**config.mk**
```make
export PLATFORM = sky130hd
export DESIGN_NAME = apb_controller
export DESIGN_NICKNAME = d
export VERILOG_FILES = /design/src/rtl/apb_controller.sv
export SDC_FILE = /design/constraint.sdc
export NUM_CORES = 1
export LEC_CHECK = 0
export ABC_AREA = 1
export BUFFER_PORTS_ARGS = -buffer_cell sky130_fd_sc_hd__buf_2
export CAP_MARGIN = 20
export CORE_ASPECT_RATIO = 0.75
export CORE_UTILIZATION = 40
export DETAILED_ROUTE_END_ITERATION = 8
export GPL_TIMING_DRIVEN = 0
export PLACE_DENSITY = 0.83
export SYNTH_ARGS = -nofsm -noshare
export SYNTH_HDL_FRONTEND = slang
export SYNTH_SLANG_ARGS = --single-unit
```
**constraint.sdc**
```tcl
create_clock -name Hclk -period 1.8 [get_ports Hclk]
set_input_delay 0.18 -clock Hclk [delete_from_list [all_inputs] [get_ports Hclk]]
set_output_delay 0.18 -clock Hclk [all_outputs]
set_load 0.03 [all_outputs]
```
**src/rtl/apb_controller.sv**
```systemverilog
// APB-side sequencer of the AHB-to-APB bridge: turns each accepted AHB transfer into one
// APB SETUP/ACCESS pair and stretches the AHB data phase through Hready_out.
module apb_controller #(
  parameter int unsigned ADDR_W = 32,
  parameter int unsigned DATA_W = 32
) (
  input  logic              Hclk,
  input  logic              Hresetn,
  input  logic              valid,
  input  logic              Hwrite,
  input  logic [ADDR_W-1:0] Haddr,
  input  logic [ADDR_W-1:0] Haddr1,
  input  logic [DATA_W-1:0] Hwdata,
  input  logic [2:0]        tempselx,
  output logic [2:0]        Pselx,
  output logic              Penable,
  output logic              Pwrite,
  output logic [ADDR_W-1:0] Paddr,
  output logic [DATA_W-1:0] Pwdata,
  output logic              Hready_out
);

  typedef enum logic [1:0] {StIdle, StWwait, StSetup, StAccess} state_e;

  state_e            state_q, state_d;
  logic [2:0]        sel_q, sel_d;
  logic [2:0]        pselx_q, pselx_d;
  logic              penable_q, penable_d;
  logic              pwrite_q, pwrite_d;
  logic [ADDR_W-1:0] paddr_q, paddr_d;
  logic [DATA_W-1:0] pwdata_q, pwdata_d;
  logic              hready_q, hready_d;
  logic              accept;

  assign accept = valid && hready_q;

  always_comb begin
    state_d   = state_q;
    sel_d     = sel_q;
    pselx_d   = pselx_q;
    penable_d = penable_q;
    pwrite_d  = pwrite_q;
    paddr_d   = paddr_q;
    pwdata_d  = pwdata_q;
    hready_d  = hready_q;

    unique case (state_q)
      StIdle, StAccess: begin
        penable_d = 1'b0;
        if (accept && !Hwrite) begin
          state_d  = StSetup;
          paddr_d  = Haddr;
          pselx_d  = tempselx;
          pwrite_d = 1'b0;
          hready_d = 1'b0;
        end else if (accept) begin
          // Write data is not on the bus yet; wait one data-phase cycle for Hwdata.
          state_d  = StWwait;
          sel_d    = tempselx;
          pselx_d  = 3'b000;
          hready_d = 1'b0;
        end else begin
          state_d  = StIdle;
          pselx_d  = 3'b000;
          hready_d = 1'b1;
        end
      end
      StWwait: begin
        state_d  = StSetup;
        paddr_d  = Haddr1;
        pwdata_d = Hwdata;
        pselx_d  = sel_q;
        pwrite_d = 1'b1;
        hready_d = 1'b0;
      end
      StSetup: begin
        state_d   = StAccess;
        penable_d = 1'b1;
        hready_d  = 1'b1;
      end
      default: state_d = StIdle;
    endcase
  end

  always_ff @(posedge Hclk or negedge Hresetn) begin
    if (!Hresetn) begin
      state_q   <= StIdle;
      sel_q     <= '0;
      pselx_q   <= '0;
      penable_q <= 1'b0;
      pwrite_q  <= 1'b0;
      paddr_q   <= '0;
      pwdata_q  <= '0;
      hready_q  <= 1'b1;
    end else begin
      state_q   <= state_d;
      sel_q     <= sel_d;
      pselx_q   <= pselx_d;
      penable_q <= penable_d;
      pwrite_q  <= pwrite_d;
      paddr_q   <= paddr_d;
      pwdata_q  <= pwdata_d;
      hready_q  <= hready_d;
    end
  end

  assign Pselx      = pselx_q;
  assign Penable    = penable_q;
  assign Pwrite     = pwrite_q;
  assign Paddr      = paddr_q;
  assign Pwdata     = pwdata_q;
  assign Hready_out = hready_q;

endmodule

```
==> impl_results.md, run 1 <==
- WL final: 9300 um
- Yosys warnings: 0
- Max Cap Viol: 0
- RSZ-0062 raised after global routing: false
- Power Density: 2120 nW/um^2
- WL/cell: 12.6 um
- Drt first-iter violations: 201
- # fillers: 798
- Total gr overflow: 0
- Final worst-path cycle share: 89.2%
- Core Region: 8490 sq um
- CTS root buffer: clkbuf_16
- Post-Syn Area: 3530 sq um
- Largest net degree at the start of global routing: 74
- Fin crit period: 1.60 ns
- Synth-to-Final Area Change: 37.7%
- Die Y: 83.3 um
- Worst slew margin: 73.7%
- Std cell rows: 29
- Starting Density: 41.6%
- Critical Path Start Type: flip-flop
- Max Root-Sink Buffers: 2
- Mapped Cells: 441
- #FFs+latches synth: 75
- Fraction of layout cells with a size suffix above 1: 34.8%
- GP Congestion: 0.859
- First-pass GRT wire length: 15,900 um
- Final Hold Fails: 0
- Fin area: 4860 sq um
- Final Skew: 0.00664 ns
- Non-filler instance count after layout: 738
- CTS H-tree lvls: 3
- Die width: 110 um
- TritonCTS Buffers: 9
- TNS Setup: 0 ns
- Setup WS post-layout: 0.195 ns
- Arrival @ worst endpoint: 1.86 ns
- Register area share after synthesis: 53.2%
- DP Wirelength: 6900 um
- Final Max Tran Viols: 0
- Post-Place Cell Area: 4550 sq um
- Pre-antenna DRT Iters: 4
- Setup bufs post-CTS: 0
- WP data required: 2.06 ns
- Measured slew at the worst slew-check pin: 0.394 ns
- Final setup vio count: 0
- DIE AREA: 9200 sq um
- Vias in the first global route: 3,484
- Worst vdd ir: 1.07 mV
- Min-delay worst type: input pin to flip-flop
- Worst skew pair latency: 0.33 ns
- DP Cell Count: 722
- Leakage: 2.81 nW
- # resized after CTS: 0
- Unique cell type count in the Yosys netlist: 20
- Overall routing resource usage: 21.4%
- Final #Nets: 733
- Crit Path Class: flip-flop to flip-flop
- CTS tree: built
- Final ANT Viol Nets: 0
- Status: completed
- Ant. Diodes: 0
- Post-CTS Hold Fix Bufs: 1
- Initial antenna violation count: 0
- Maximum clock frequency: 0.623 GHz
- DRC errors left: 0
- DP Worst Slack: 0.210 ns
- Buffers on Ports: 172
- DR vias/cell: 4.77
- Maximum fanout along the worst path: 10
- Clock sinks: 75
- Setup crit end kind: flip-flop
- I/O pins: 173
- Syn Nets: 548
- Syn_area_per_cell: 8.00 sq um
- Routed vias: 3,518
- Worst-path clk slew: 0.06 ns
[cell families after synthesis]
family                   count (synthesis)  share of synthesized area, %
AO/OA/AOI/OAI                           12                          1.70
flip-flops                              75                          53.2
AND/OR/NAND/NOR                        313                          36.7
adder cells (fa/ha/maj)                  4                          1.42
buffers and inverters                   37                          6.95
[worst paths after layout]
kind	start	to	slack (ns)	cells past startpoint
min reg2reg	Pwdata[1]	Pwdata[1]	0.47	2
max	state_q[1]	Paddr[3]	0.20	10
max in group asynchronous	Hresetn	Hready_out	1.01	3
max reg2reg	state_q[1]	Paddr[3]	0.20	10
min	Hwdata[29]	Pwdata[29]	0.05	3
min in group asynchronous	Hresetn	Paddr[11]	0.20	2
[cell type report]
cell class / instances / area (sq um) / share of cell area, %
clock buffers: 9 / 225 / 4.64
multi-input cells: 329 / 1410 / 28.9
well taps: 108 / 135 / 2.78
plain buffers: 27 / 205 / 4.22
inverters: 10 / 40.0 / 0.824
clock inverters: 6 / 67.6 / 1.39
flip-flops and latches: 75 / 1880 / 38.7
repair buffers: 174 / 901 / 18.5
[routing by layer]
layer	track usage, %	part of all wire (%)	vias up
met3	6.06	7.5	12
met5	0	0	-
met2	36.4	47	147
met4	5.82	1.1	0
met1	26.7	44	1608
li1	-	-	1751
[flip-flops by register name, indices dropped and copies added (netlist names)]
register and flops:
Penable 1, Pwdata 32, Pselx 3, Hready_out 1, sel_q 3, Paddr 32
state_q 2, Pwrite 1
[where the power goes]
part | total (mW) | internal [mW] | switching [mW]
Sequential | 3.05 | 2.57 | 0.478
Clock | 1.75 | 1.07 | 0.680
Combinational | 5.52 | 1.74 | 3.78
[worst max-delay path: stages, from the launching register on]
cell	delay, ns
dfrtp_1	0.40
inv_1	0.08
ha_1	0.18
buf_4	0.19
inv_4	0.08
buf_6	0.16
buf_6	0.16
nand2_1	0.06
nand2_1	0.07
nand3_1	0.08
nand2_1	0.08
[metrics by stage]
stage / power [mW] / util [%] / hold slack [ns]
floorplan: 6.96 / - / -0.116
global placement: 8.45 / 53.3 / 0.379
detailed placement: 8.64 / 53.6 / -0.0134
CTS: 10.4 / 57.2 / 0.0402
global route: 11.1 / 57.2 / 0.0417
finish: 10.3 / 57.2 / 0.0515
[placed cells by master (no fill, tap or decap), types with 2 or more instances in the layout]
| cell | synthesis | final |
|---|---|---|
| a21oi_1 | 6 | 6 |
| nor2_1 | 7 | 7 |
| inv_1 | 8 | 8 |
| ha_1 | 4 | 4 |
| nand2_1 | 235 | 235 |
| buf_4 | 1 | 2 |
| nand2_4 | 2 | 2 |
| nand3_1 | 66 | 66 |
| clkinv_4 | 0 | 2 |
| clkinvlp_4 | 0 | 2 |
| buf_6 | 10 | 10 |
| dfrtp_1 | 74 | 74 |
| o21ai_0 | 6 | 6 |
| clkbuf_1 | 3 | 3 |
| buf_2 | 12 | 183 |
| clkbuf_16 | 0 | 9 |
[Yosys cell counts]
cell	instances	area share (%)
a21oi_1	6	0.85
nand2_1	235	25
nand3_1	66	9.4
nand2_2	1	0.18
inv_1	8	0.85
buf_2	12	1.7
inv_2	1	0.11
nand4_4	1	0.60
nand4_1	1	0.18
o21ai_0	6	0.85
dfrtp_1	74	52
nand2_4	2	0.64
dfstp_2	1	0.74
clkbuf_1	3	0.32
ha_1	4	1.4
inv_4	1	0.18
buf_6	10	3.2
clkbuf_8	1	0.39
nor2_1	7	0.74
buf_4	1	0.21
(Power assumes the default switching activity.)
==> run 2: changes to the inputs <==
==> constraint.sdc (replaced) <==
create_clock -name Hclk -period 1.67 [get_ports Hclk]
set_input_delay 0.167 -clock Hclk [delete_from_list [all_inputs] [get_ports Hclk]]
set_output_delay 0.167 -clock Hclk [all_outputs]
set_load 0.03 [all_outputs]
==> run 2 against run 1 <==
Against the previous run:
- non-clock buffer count grew 2
- first-iteration DRC count grew 0.50%
- critical path type unchanged
- clock power grew 7%
- worst hold slack lost 0.013 ns
- global-route usage is the same
- wire length grew 0.22%
- power grew 8.2%
- maximum frequency grew 3.8%
- final cell count grew 0.27%
- sequential power grew 7.5%
- clock skew is essentially flat
==> impl_results.md, run 2 (synthesis gave the netlist of run 1 again) <==
- WL/cell: 12.6 um (about the same)
- RSZ-0062 raised after global routing: false
- Overall routing resource usage: 21.4% (unchanged)
- GP Congestion: 0.859 (unchanged)
- Crit Path Class: flip-flop to flip-flop
- Arrival @ worst endpoint: 1.75 ns (-0.11 ns)
- Non-filler instance count after layout: 740 (+0.27%)
- Final #Nets: 735 (+0.27%)
- WP data required: 1.88 ns (-0.18 ns)
- M1 GR Usage: 26.7% (unchanged)
- Power Density: 2290 nW/um^2 (+7.7%)
- Leakage: 2.82 nW (+0.36%)
- DIE AREA: 9200 sq um (unchanged)
- TNS Setup: 0 ns (unchanged)
- Worst Reg-to-Reg Cells: 10 (unchanged)
- Hold Startpoint: Hwdata[29]
- Measured slew at the worst slew-check pin: 0.395 ns (+0.000610 ns)
- Worst hold endpoint: Pwdata[29]
- # fillers: 794 (-0.50%)
- Met2 usage: 36.4% (unchanged)
- CTS root buffer: clkbuf_16
- Routed vias: 3,547 (+0.82%)
- DRC errors left: 0 (unchanged)
- Max Root-Sink Buffers: 2 (unchanged)
- Fin crit period: 1.55 ns (-0.0582 ns)
- Fraction of layout cells with a size suffix above 1: 35.1% (+0.36 points)
- Critical Path Start Type: flip-flop
- Maximum clock frequency: 0.647 GHz (+3.8%)
- DR vias/cell: 4.79 (+0.55%)
- Final Max Tran Viols: 0 (unchanged)
- Vias in the first global route: 3,484 (unchanged)
- DP Wirelength: 6900 um (unchanged)
- Reg-to-reg endpoint: Paddr[3]
- Worst-path clk slew: 0.06 ns (about the same)
- Min-delay worst type: input pin to flip-flop
- Final Hold Fails: 0 (unchanged)
- Worst Hold Depth: 3 (unchanged)
- Routing usage on met3: 6.06% (unchanged)
- Setup crit end kind: flip-flop
- CTS tree: built
- Worst slew margin: 73.7% (about the same)
- Synth-to-Final Area Change: 38.4%
- Drt first-iter violations: 202 (+0.50%)
- Commonest cells after routing, fill and taps aside: 235 x nand2_1, 183 x buf_2, 74 x dfrtp_1
- Largest net degree at the start of global routing: 74 (unchanged)
- TritonCTS Buffers: 9 (unchanged)
- Total gr overflow: 0 (unchanged)
- Worst vdd ir: 1.13 mV (+5.8%)
- Buffers on Ports: 172 (unchanged)
- Fin area: 4880 sq um (+0.52%)
- Final worst-path cycle share: 92.6% (+3.5 points)
- Setup WS post-layout: 0.123 ns (-0.0718 ns)
- Final Skew: 0.00684 ns (+0.000207 ns)
- Pre-antenna DRT Iters: 4 (unchanged)
- Register-to-Register Setup Slack: 0.12 ns (-0.07 ns)
- Final setup vio count: 0 (unchanged)
- Post-Place Cell Area: 4550 sq um (unchanged)
- Std cell rows: 29 (unchanged)
- First-pass GRT wire length: 15,900 um (unchanged)
- WL final: 9320 um (+0.22%)
- Gr busiest metal: met2
- Die width: 110 um (unchanged)
- Core Region: 8490 sq um (unchanged)
- Initial antenna violation count: 0 (unchanged)
- Clock sinks: 75 (unchanged)
- Commonest non-fill, non-tap cell in the layout: nand2_1
- Starting Density: 41.6% (unchanged)
- Worst skew pair latency: 0.32 ns (about the same)
- Worst r2r src: state_q[1]
- Status: completed
- Final ANT Viol Nets: 0 (unchanged)
- Die Y: 83.3 um (unchanged)
- Max Cap Viol: 0 (unchanged)
- CTS H-tree lvls: 3 (unchanged)
- DP Worst Slack: 0.0802 ns (-0.130 ns)
- Ant. Diodes: 0 (unchanged)
- Maximum fanout along the worst path: 10 (unchanged)
- I/O pins: 173 (unchanged)
- DP Cell Count: 722 (unchanged)
==> run 2: cell count changes in the layout (fill, tap and decap cells not counted) <==
cell	before	now
buf_8	0	1
ha_1	4	3
ha_2	0	1
buf_4	2	3
==> run 2: routing by layer <==
layer	vias to the layer above	wire, um
met2	138	4430
met5	-	0
li1	1758	-
met1	1641	4160
met4	0	82
met3	10	651
==> run 2: report_power, final <==
group | switching [mW] | leakage (nW) | internal [mW] | total (mW)
Clock | 0.729 | 0.137 | 1.15 | 1.88
Sequential | 0.512 | 0.885 | 2.77 | 3.28
Combinational | 4.09 | 1.80 | 1.92 | 6.01
==> run 2: stage by stage <==
stage          util, %  total power, mW  hold WS [ns]
4_1_cts           57.2             11.2        0.0272
3_3_place_gp      53.3             9.11         0.366
5_1_grt           57.5             12.0        0.0287
2_1_floorplan        -             7.50        -0.129
3_5_place_dp      53.6             9.32       -0.0264
6_report          57.5             11.2        0.0390
==> run 2: worst max-delay path by stage <==
| stage | endpoint | slack, ns | from | cells after the start |
|---|---|---|---|---|
| detailed placement | Paddr[3] | 0.08 | state_q[1] | 10 |
| global route | Paddr[3] | 0.02 | state_q[1] | 10 |
| finish | Paddr[3] | 0.12 | state_q[1] | 10 |
| CTS | Paddr[3] | 0.06 | state_q[1] | 10 |
| floorplan | Paddr[17] | 0.28 | state_q[0] | 7 |
| global placement | Pwdata[12] | -0.02 | Hresetn | 1 |
==> run 2: critical path: stages (launching register included) <==
cell and delay (ns):
dfrtp_1 0.41, inv_1 0.09, ha_1 0.16, buf_6 0.17
inv_4 0.06, buf_8 0.15, buf_6 0.14, nand2_1 0.06
nand2_1 0.06, nand3_1 0.08, nand2_1 0.06
==> run 2: layout make-up <==
| class | instances | area, sq um | share of cell area, % |
|---|---|---|---|
| flip-flops and latches | 75 | 1880 | 38.5 |
| multi-input cells | 329 | 1410 | 28.8 |
| plain buffers | 27 | 213 | 4.36 |
| inverters | 10 | 40.0 | 0.820 |
| clock buffers | 9 | 225 | 4.61 |
| well taps | 108 | 135 | 2.77 |
| clock inverters | 6 | 67.6 | 1.38 |
| repair buffers | 176 | 916 | 18.8 |
==> run 2: what timing repair did <==
action | in CTS | in global routing
hold buffers | 1 | 0
endpoints found under the setup margin | 0 | 28
buffers inserted | 0 | 2
resized for setup | 0 | 3
endpoints found under the hold margin | 74 | 0
